$ cat config.mk
export PLATFORM = sky130hd
export DESIGN_NAME = uart_queue_ctrl
export DESIGN_NICKNAME = d
export VERILOG_FILES = /design/src/rtl/uart_queue_ctrl.sv
export SDC_FILE = /design/constraint.sdc
export NUM_CORES = 1
export LEC_CHECK = 0
export ABC_AREA = 1
export CORE_AREA = 2 2 207 107
export DETAILED_ROUTE_END_ITERATION = 10
export DIE_AREA = 0 0 209 109
export PLACE_DENSITY = 0.86
export SYNTH_ARGS = -nofsm -noshare
export SYNTH_HDL_FRONTEND = slang
export SYNTH_SLANG_ARGS = --single-unit
$ cat constraint.sdc
create_clock -name clk -period 2.7 [get_ports clk]
set_input_delay 0.54 -clock clk [delete_from_list [all_inputs] [get_ports clk]]
set_output_delay 0.54 -clock clk [all_outputs]
set_load 0.05 [all_outputs]
$ cat src/rtl/uart_queue_ctrl.sv
// Buffered UART controller: TX/RX FIFOs between the j1 IO decode and the byte UART.
// Optional interrupt output enabled by defining UART_QUEUE_IRQ_EN.
module uart_queue_ctrl #(
  parameter int TX_AW = 4,
  parameter int RX_AW = 4
) (
  input  logic       clk,
  input  logic       reset,
  input  logic       tx_push,
  input  logic [7:0] tx_data,
  input  logic       rx_pop,
  output logic [7:0] rx_data,
  input  logic       flag_clr,
  output logic [7:0] status,
  output logic       uart_wr,
  output logic [7:0] uart_w,
  input  logic       uart_busy,
  output logic       uart_rd,
  input  logic       uart_valid,
  input  logic [7:0] uart_data
`ifdef UART_QUEUE_IRQ_EN
  ,
  output logic       irq
`endif
);

  localparam int TX_D = 1 << TX_AW;
  localparam int RX_D = 1 << RX_AW;
  localparam logic [TX_AW:0] TX_DEPTH = (TX_AW + 1)'(TX_D);
  localparam logic [RX_AW:0] RX_DEPTH = (RX_AW + 1)'(RX_D);

  typedef enum logic [1:0] {TX_IDLE, TX_SEND, TX_HOLD} tx_state_t;
  typedef enum logic [1:0] {RX_IDLE, RX_ACK, RX_HOLD} rx_state_t;

  tx_state_t tx_state, tx_state_nxt;
  rx_state_t rx_state, rx_state_nxt;

  logic [7:0]       tx_mem [TX_D];
  logic [7:0]       rx_mem [RX_D];
  logic [TX_AW-1:0] tx_wr_ptr, tx_rd_ptr;
  logic [RX_AW-1:0] rx_wr_ptr, rx_rd_ptr;
  logic [TX_AW:0]   tx_cnt, tx_cnt_nxt;
  logic [RX_AW:0]   rx_cnt, rx_cnt_nxt;
  logic             tx_full, tx_empty, rx_full, rx_empty;
  logic             tx_push_ok, tx_pop_ok, rx_push, rx_push_ok, rx_pop_ok;
  logic             tx_ovf, rx_ovf, tx_ovf_nxt, rx_ovf_nxt;
  logic [7:0]       uart_w_q;

  assign tx_full    = (tx_cnt == TX_DEPTH);
  assign tx_empty   = (tx_cnt == '0);
  assign rx_full    = (rx_cnt == RX_DEPTH);
  assign rx_empty   = (rx_cnt == '0);
  assign tx_push_ok = tx_push && !tx_full;
  assign rx_push_ok = rx_push && !rx_full;
  assign rx_pop_ok  = rx_pop && !rx_empty;
  assign rx_data    = rx_empty ? 8'h00 : rx_mem[rx_rd_ptr];
  assign uart_w     = uart_w_q;

  always_comb begin
    tx_state_nxt = tx_state;
    uart_wr      = 1'b0;
    tx_pop_ok    = 1'b0;
    case (tx_state)
      TX_IDLE: if (!tx_empty && !uart_busy) tx_state_nxt = TX_SEND;
      TX_SEND: begin
        uart_wr      = 1'b1;
        tx_pop_ok    = 1'b1;
        tx_state_nxt = TX_HOLD;
      end
      TX_HOLD: tx_state_nxt = TX_IDLE;
      default: tx_state_nxt = TX_IDLE;
    endcase
  end

  // RX only acks when space is guaranteed, so the UART keeps the byte while full
  always_comb begin
    rx_state_nxt = rx_state;
    uart_rd      = 1'b0;
    rx_push      = 1'b0;
    case (rx_state)
      RX_IDLE: if (uart_valid && !rx_full) rx_state_nxt = RX_ACK;
      RX_ACK: begin
        uart_rd      = 1'b1;
        rx_push      = 1'b1;
        rx_state_nxt = RX_HOLD;
      end
      RX_HOLD: rx_state_nxt = RX_IDLE;
      default: rx_state_nxt = RX_IDLE;
    endcase
  end

  always_comb begin
    tx_cnt_nxt = tx_cnt;
    if (tx_push_ok && !tx_pop_ok)      tx_cnt_nxt = tx_cnt + (TX_AW + 1)'(1);
    else if (!tx_push_ok && tx_pop_ok) tx_cnt_nxt = tx_cnt - (TX_AW + 1)'(1);
    rx_cnt_nxt = rx_cnt;
    if (rx_push_ok && !rx_pop_ok)      rx_cnt_nxt = rx_cnt + (RX_AW + 1)'(1);
    else if (!rx_push_ok && rx_pop_ok) rx_cnt_nxt = rx_cnt - (RX_AW + 1)'(1);
    // an overflow in the same cycle as flag_clr keeps the flag set
    tx_ovf_nxt = (tx_push && tx_full) || (tx_ovf && !flag_clr);
    rx_ovf_nxt = (rx_push && rx_full) || (rx_ovf && !flag_clr);
  end

  always_ff @(posedge clk) begin
    if (tx_push_ok) tx_mem[tx_wr_ptr] <= tx_data;
    if (rx_push_ok) rx_mem[rx_wr_ptr] <= uart_data;
  end

  always_ff @(posedge clk or posedge reset) begin
    if (reset) begin
      tx_state  <= TX_IDLE;
      rx_state  <= RX_IDLE;
      tx_wr_ptr <= '0;
      tx_rd_ptr <= '0;
      rx_wr_ptr <= '0;
      rx_rd_ptr <= '0;
      tx_cnt    <= '0;
      rx_cnt    <= '0;
      tx_ovf    <= 1'b0;
      rx_ovf    <= 1'b0;
      uart_w_q  <= 8'h00;
      status    <= 8'h01;
    end else begin
      tx_state <= tx_state_nxt;
      rx_state <= rx_state_nxt;
      if (tx_push_ok) tx_wr_ptr <= tx_wr_ptr + TX_AW'(1);
      if (tx_pop_ok)  tx_rd_ptr <= tx_rd_ptr + TX_AW'(1);
      if (rx_push_ok) rx_wr_ptr <= rx_wr_ptr + RX_AW'(1);
      if (rx_pop_ok)  rx_rd_ptr <= rx_rd_ptr + RX_AW'(1);
      tx_cnt <= tx_cnt_nxt;
      rx_cnt <= rx_cnt_nxt;
      tx_ovf <= tx_ovf_nxt;
      rx_ovf <= rx_ovf_nxt;
      // uart_w is loaded on entry to SEND and then held until the next launch
      if (tx_state == TX_IDLE && tx_state_nxt == TX_SEND) uart_w_q <= tx_mem[tx_rd_ptr];
      status <= {2'b00, rx_ovf_nxt, tx_ovf_nxt,
                 rx_cnt_nxt == RX_DEPTH, rx_cnt_nxt != '0,
                 tx_cnt_nxt == TX_DEPTH, tx_cnt_nxt == '0};
    end
  end

`ifdef UART_QUEUE_IRQ_EN
  logic tx_done_arm;

  always_ff @(posedge clk or posedge reset) begin
    if (reset) begin
      tx_done_arm <= 1'b0;
      irq         <= 1'b0;
    end else begin
      if (tx_state == TX_SEND) tx_done_arm <= 1'b1;
      else if (flag_clr)       tx_done_arm <= 1'b0;
      irq <= !rx_empty || (tx_empty && tx_state == TX_IDLE && tx_done_arm);
    end
  end
`endif

endmodule

# Word-level counts from Yosys, hierarchy flattened
# Memory sizes are Yosys's and may differ from the RTL's. A register that Yosys moved wholly into a read port is not among the register bits.
# Cells that the tools add are included.
[totals]
n_memories = 2
input_bits = 23
mem_bits_ro = 0
latchBits = 0
register_bits = 38
mem_bits_rw = 256
out_inout_bits = 26
[mem_list]
columns = ["name", "words", "width", "read_ports", "rd_clocked_by_memory_dff", "write_ports", "line_no", "text"]
rows = [
  ["rx_mem", 16, 8, 1, 0, 1, "39", "logic [7:0] rx_mem [RX_D];"],
  ["tx_mem", 16, 8, 1, 1, 1, "38", "logic [7:0] tx_mem [TX_D];"],
]
[op_classes]
multipliers = 0
eq_ne = 8
n_addsub = 8
bitwise_logic = 0
muxes = 15
div = 0
n_reduce_logical = 32
shifts = 0
magnitude_cmp = 0
[op_table]
columns = ["operator", "n"]
rows = [
  ["$eq A5 B5 Y1 const B", 4],
  ["$mux W5", 4],
  ["$add A4 B1 Y4 const B", 4],
  ["$logic_not A5 Y1", 3],
  ["$logic_and A1 B1 Y1", 14],
  ["$add A5 B1 Y5 const B", 2],
  ["$logic_not A1 Y1", 10],
  ["$sub A5 B1 Y5 const B", 2],
  ["$mux W8", 1],
  ["$pmux W2 S2", 2],
  ["$eq A2 B1 Y1 const B", 3],
  ["$mux W1", 6],
  ["$reduce_bool A5 Y1", 1],
  ["$logic_not A2 Y1", 2],
  ["$mux W2", 2],
  ["$logic_or A1 B1 Y1", 2],
  ["$ne A2 B2 Y1 const B", 1],
]

# Longest topological paths before layout
[depth]
ltp_word = 8
mapped_depth = 12
depth_no_buf = 12

# Least setup slack after synthesis
# OpenSTA, ideal clock, no wires.
[synth_timing]
kind = "flip-flop to output port"
startpoint = "register rx_rd_ptr[0]"
endpoint = "output rx_data[0]"
path_buffers = 1
path_slack_ps = 235
arrival_time_ps = 1925
stages_incl_launch_ff = 7
cell_sequence = "dfrtp_1 > inv_2 > clkbuf_1 > nor2_1 > o221ai_1 > nand3_1 > a21oi_1"
[synth_between]
elab_chain_len = 2
[synth_rtl]
columns = ["item", "line_no", "text"]
rows = [
  ["start, declared", "41", "logic [RX_AW-1:0] rx_wr_ptr, rx_rd_ptr;"],
  ["start signal, assigned", "129", "if (rx_pop_ok) rx_rd_ptr <= rx_rd_ptr + RX_AW'(1);"],
  ["$mem_v2 Z16 W8", "-", ""],
  ["$mux W8", "56", "assign rx_data = rx_empty ? 8'h00 : rx_mem[rx_rd_ptr];"],
  ["end, declared", "12", "output logic [7:0] rx_data,"],
]
# No other way between the ends.

# Worst setup path in the final report
[layout_timing]
startpoint = "register rx_rd_ptr[0]"
endpoint = "output rx_data[1]"
# The elaborated chain is that of the path after synthesis.

==> results.txt <==
Status = complete, but fails checks
Failing checks = setup timing
Post-synthesis adder-cell area fraction = 1.41%
Fillers = 1,346
Fin crit period = 2.78 ns
RePlAce Congestion = 0.924
Clk_skew = 0.0204 ns
1st-pass router iterations = 8
Final Cycle Share = 103%
Slew HR = 45.8%
Synth top area cells = edfxtp_1 62%, dfrtp_1 8.7%, nor2_1 6.2%, o21ai_0 5.4%, nand3_1 1.9%
Worst-Margin Slew = 0.810 ns
Global route total overflow = 0
H-tree depth = 1
DP HPWL = 20,700 µm
Multi-input gate area = 3190 µm²
Hold buffer count at CTS = 0
Iteration-0 DRC Markers = 1,579
Final instance area = 14,600 µm²
Final setup vio count = 7
Synth Area in XOR/XNOR = 1.06%
Antenna diodes = 0
CTS clock-pin slew for the worst setup and hold paths = 0.07 ns
Die Ht = 109 µm
Die area = 22,800 µm²
Setup TNS = -0.357 ns
Fin nets = 1,125
Core area = 21,200 µm²
Final ANT Viol Nets = 0
GR Util All Layers = 28.6%
Reg2reg setup slack = 0.54 ns
TritonCTS clock tree = yes
Main combinational cell family by area after synthesis = simple AND/OR/NAND/NOR gates
Util after Layout = 68.8%
Psw = 6.60 mW
CP startpoint = rx_rd_ptr[0]
Sequential fraction of the synthesis area = 70.9%
Place WS = 0.352 ns
Comb power frac = 41.1%
Critical Path Sink = rx_data[1]
Synth area leader = edfxtp_1
Post-route DRC = 0
First-pass GRT wire length = 48,000 µm
RR Endpoint = tx_mem[13][3]
RSZ-0062 raised after global routing = yes
Net Sw Frac = 39.4%
Area Overhead vs Synth = 17.4%
Initial antenna violation count = 0
P_leak = 5.14 nW
Worst hold path class = in2async
Num ports = 49
DR vias/cell = 6.30
Pwr Density = 1150 nW/µm²
PortBufs = 46
Max Freq = 0.360 GHz
Vias = 8,751
Dpl cell area = 13,500 µm²
Clock Path Buffers = 3
Fin. Hold Viols = 0
Clock share of power = 22.4%
Kind of critical path = reg2out
CP max FO = 21
Synth top area share = 62.0%
Total CTS buffers = 26
Critical path capture point type = output pin
Mapped Cells = 1,007
Average instance area after synthesis = 12.3 µm²
Ys Warns = 0
Clock sink total = 300
Sequential power share = 36.6%
Crit path launch type = flop
FF-to-FF Start = tx_cnt[0]
Max-Cap Viols = 0
Synth Area in Simple Gates = 12.2%
Skew-Pair Late Insertion Delay = 0.54 ns
Compound-gate portion of the synthesized area = 10.7%
Pin count of the biggest net entering global routing = 48
Crit path arrival time = 2.24 ns
Reg area = 8800 µm²
Wire per inst = 22.9 µm
Mapped cell area = 12,400 µm²
Setup WS post-layout = -0.0814 ns
Mux cell area share after synthesis = 0%
Vias in the first global route = 8,305
Std cell rows = 38
Slew Limit Fails = 0
Clk root buf = clkbuf_16
Netlist cell types = 37
Initial core utilization = 58.6%
R2R cell count = 8
DRT Wirelength = 31,800 µm
Critical Path RT = 2.16 ns
Peak supply drop = 589 µV
Int Power = 10.2 mW
Seq cells post-synth = 300
Hold Slack = 0.315 ns
Share of layout cells above drive strength 1 = 14.3%
Die W = 209 µm
## cell usage in the layout (no fill, tap or decap), types with 11 or more instances in the layout
cell             count
edfxtp_1           256
nor2_1             204
o21ai_0            129
nand2_1             53
buf_4               50
nand3_1             48
inv_1               41
clkdlybuf4s50_1     37
dfrtp_1             37
o211ai_1            32
clkbuf_16           27
o221ai_1            26
buf_12              15
xor2_1              14
ha_1                14
o21ai_1             11
## critical path: stages (launching register included)
cell	delay, ns
dfrtp_2	0.46
inv_4	0.14
buf_12	0.17
nor2_1	0.07
nor2_1	0.13
a21oi_1	0.06
a21oi_1	0.11
o21ai_1	0.12
a21oi_2	0.26
buf_12	0.17
## metrics by stage
stage / std cells / total power, mW
after floorplan: 1008 / 10.0
after global placement: 1331 / 12.1
after detailed placement: 1331 / 12.4
after CTS: 1388 / 16.6
after global routing: 1388 / 17.5
final: 1388 / 16.8
## worst min-delay path by stage
stage                           start  slack [ns]  depth (start not counted)           to
after floorplan           rx_state[0]        0.41                          1  rx_state[0]
after global placement    rx_state[0]        0.42                          1  rx_state[0]
after detailed placement  rx_state[0]        0.43                          1  rx_state[0]
after CTS                       reset        0.32                          2    tx_cnt[2]
after global routing            reset        0.35                          2    tx_cnt[2]
final                           reset        0.32                          2    tx_cnt[2]
## cells in the mapped netlist
cell / n
edfxtp_1: 256
nor2_1: 205
o21ai_0: 133
nand2_1: 53
nand3_1: 48
inv_1: 45
dfrtp_1: 43
clkbuf_1: 33
o211ai_1: 32
o221ai_1: 26
a21oi_1: 14
ha_1: 14
xor2_1: 14
buf_2: 12
a31oi_1: 8
o21ai_1: 8
buf_4: 7
nand2_2: 6
nand4_1: 6
nor3_1: 6
inv_2: 5
nor2_2: 4
o22ai_1: 4
clkinv_1: 3
nand2_4: 3
nand3_2: 3
nand3b_1: 3
nor2_4: 3
nand2_8: 2
buf_1: 1
conb_1: 1
dfstp_2: 1
inv_4: 1
inv_6: 1
nand3_4: 1
o32ai_1: 1
xnor2_1: 1
## cell type report
type	instances	area share (%)
clock buffer	41	5.48
multi-input combinational	600	21.9
inverter	55	1.56
sequential	300	60.4
tap	280	2.41
timing repair buffer	105	7.75
clock inverter	7	0.447
## what timing repair did
item	in CTS	in global routing
endpoints found under the setup margin	8	8
gates resized for setup	21	6
cloned	3	0
pin swaps	4	2
setup buffers	6	0
## flip-flops by register name, summed over array words and instances, names as in the netlist
register   flops
tx_cnt         5
rx_state       2
rx_wr_ptr      4
uart_w         8
rx_mem       128
status         6
tx_state       2
rx_rd_ptr      4
rx_cnt         5
tx_rd_ptr      4
tx_wr_ptr      4
tx_mem       128
## power by group through the flow
stage / combinational, mW / sequential [mW] / clock (mW)
floorplan: 3.80 / 6.22 / 0
global placement: 5.98 / 6.13 / 0
detailed placement: 6.22 / 6.16 / 0
CTS: 6.71 / 6.11 / 3.77
global route: 7.32 / 6.18 / 3.96
finish: 6.89 / 6.14 / 3.75
## per-layer routing
layer,global-route usage [%],share of wire (%),up-vias
li1,-,-,3785
met1,44.3,42,4237
met4,5.97,1.8,0
met2,38.2,40,665
met3,10.7,16,64
met5,0,0,-
## cell families (layout without fill, tap and decap cells)
family	after synthesis	in the layout
AND/OR/NAND/NOR	343	343
buffers and inverters	108	208
adder cells (fa/ha/maj)	14	14
AO/OA/AOI/OAI	226	226
flip-flops	300	300
XOR/XNOR	15	15
other	1	2
Power figures use the tool's default switching activity.
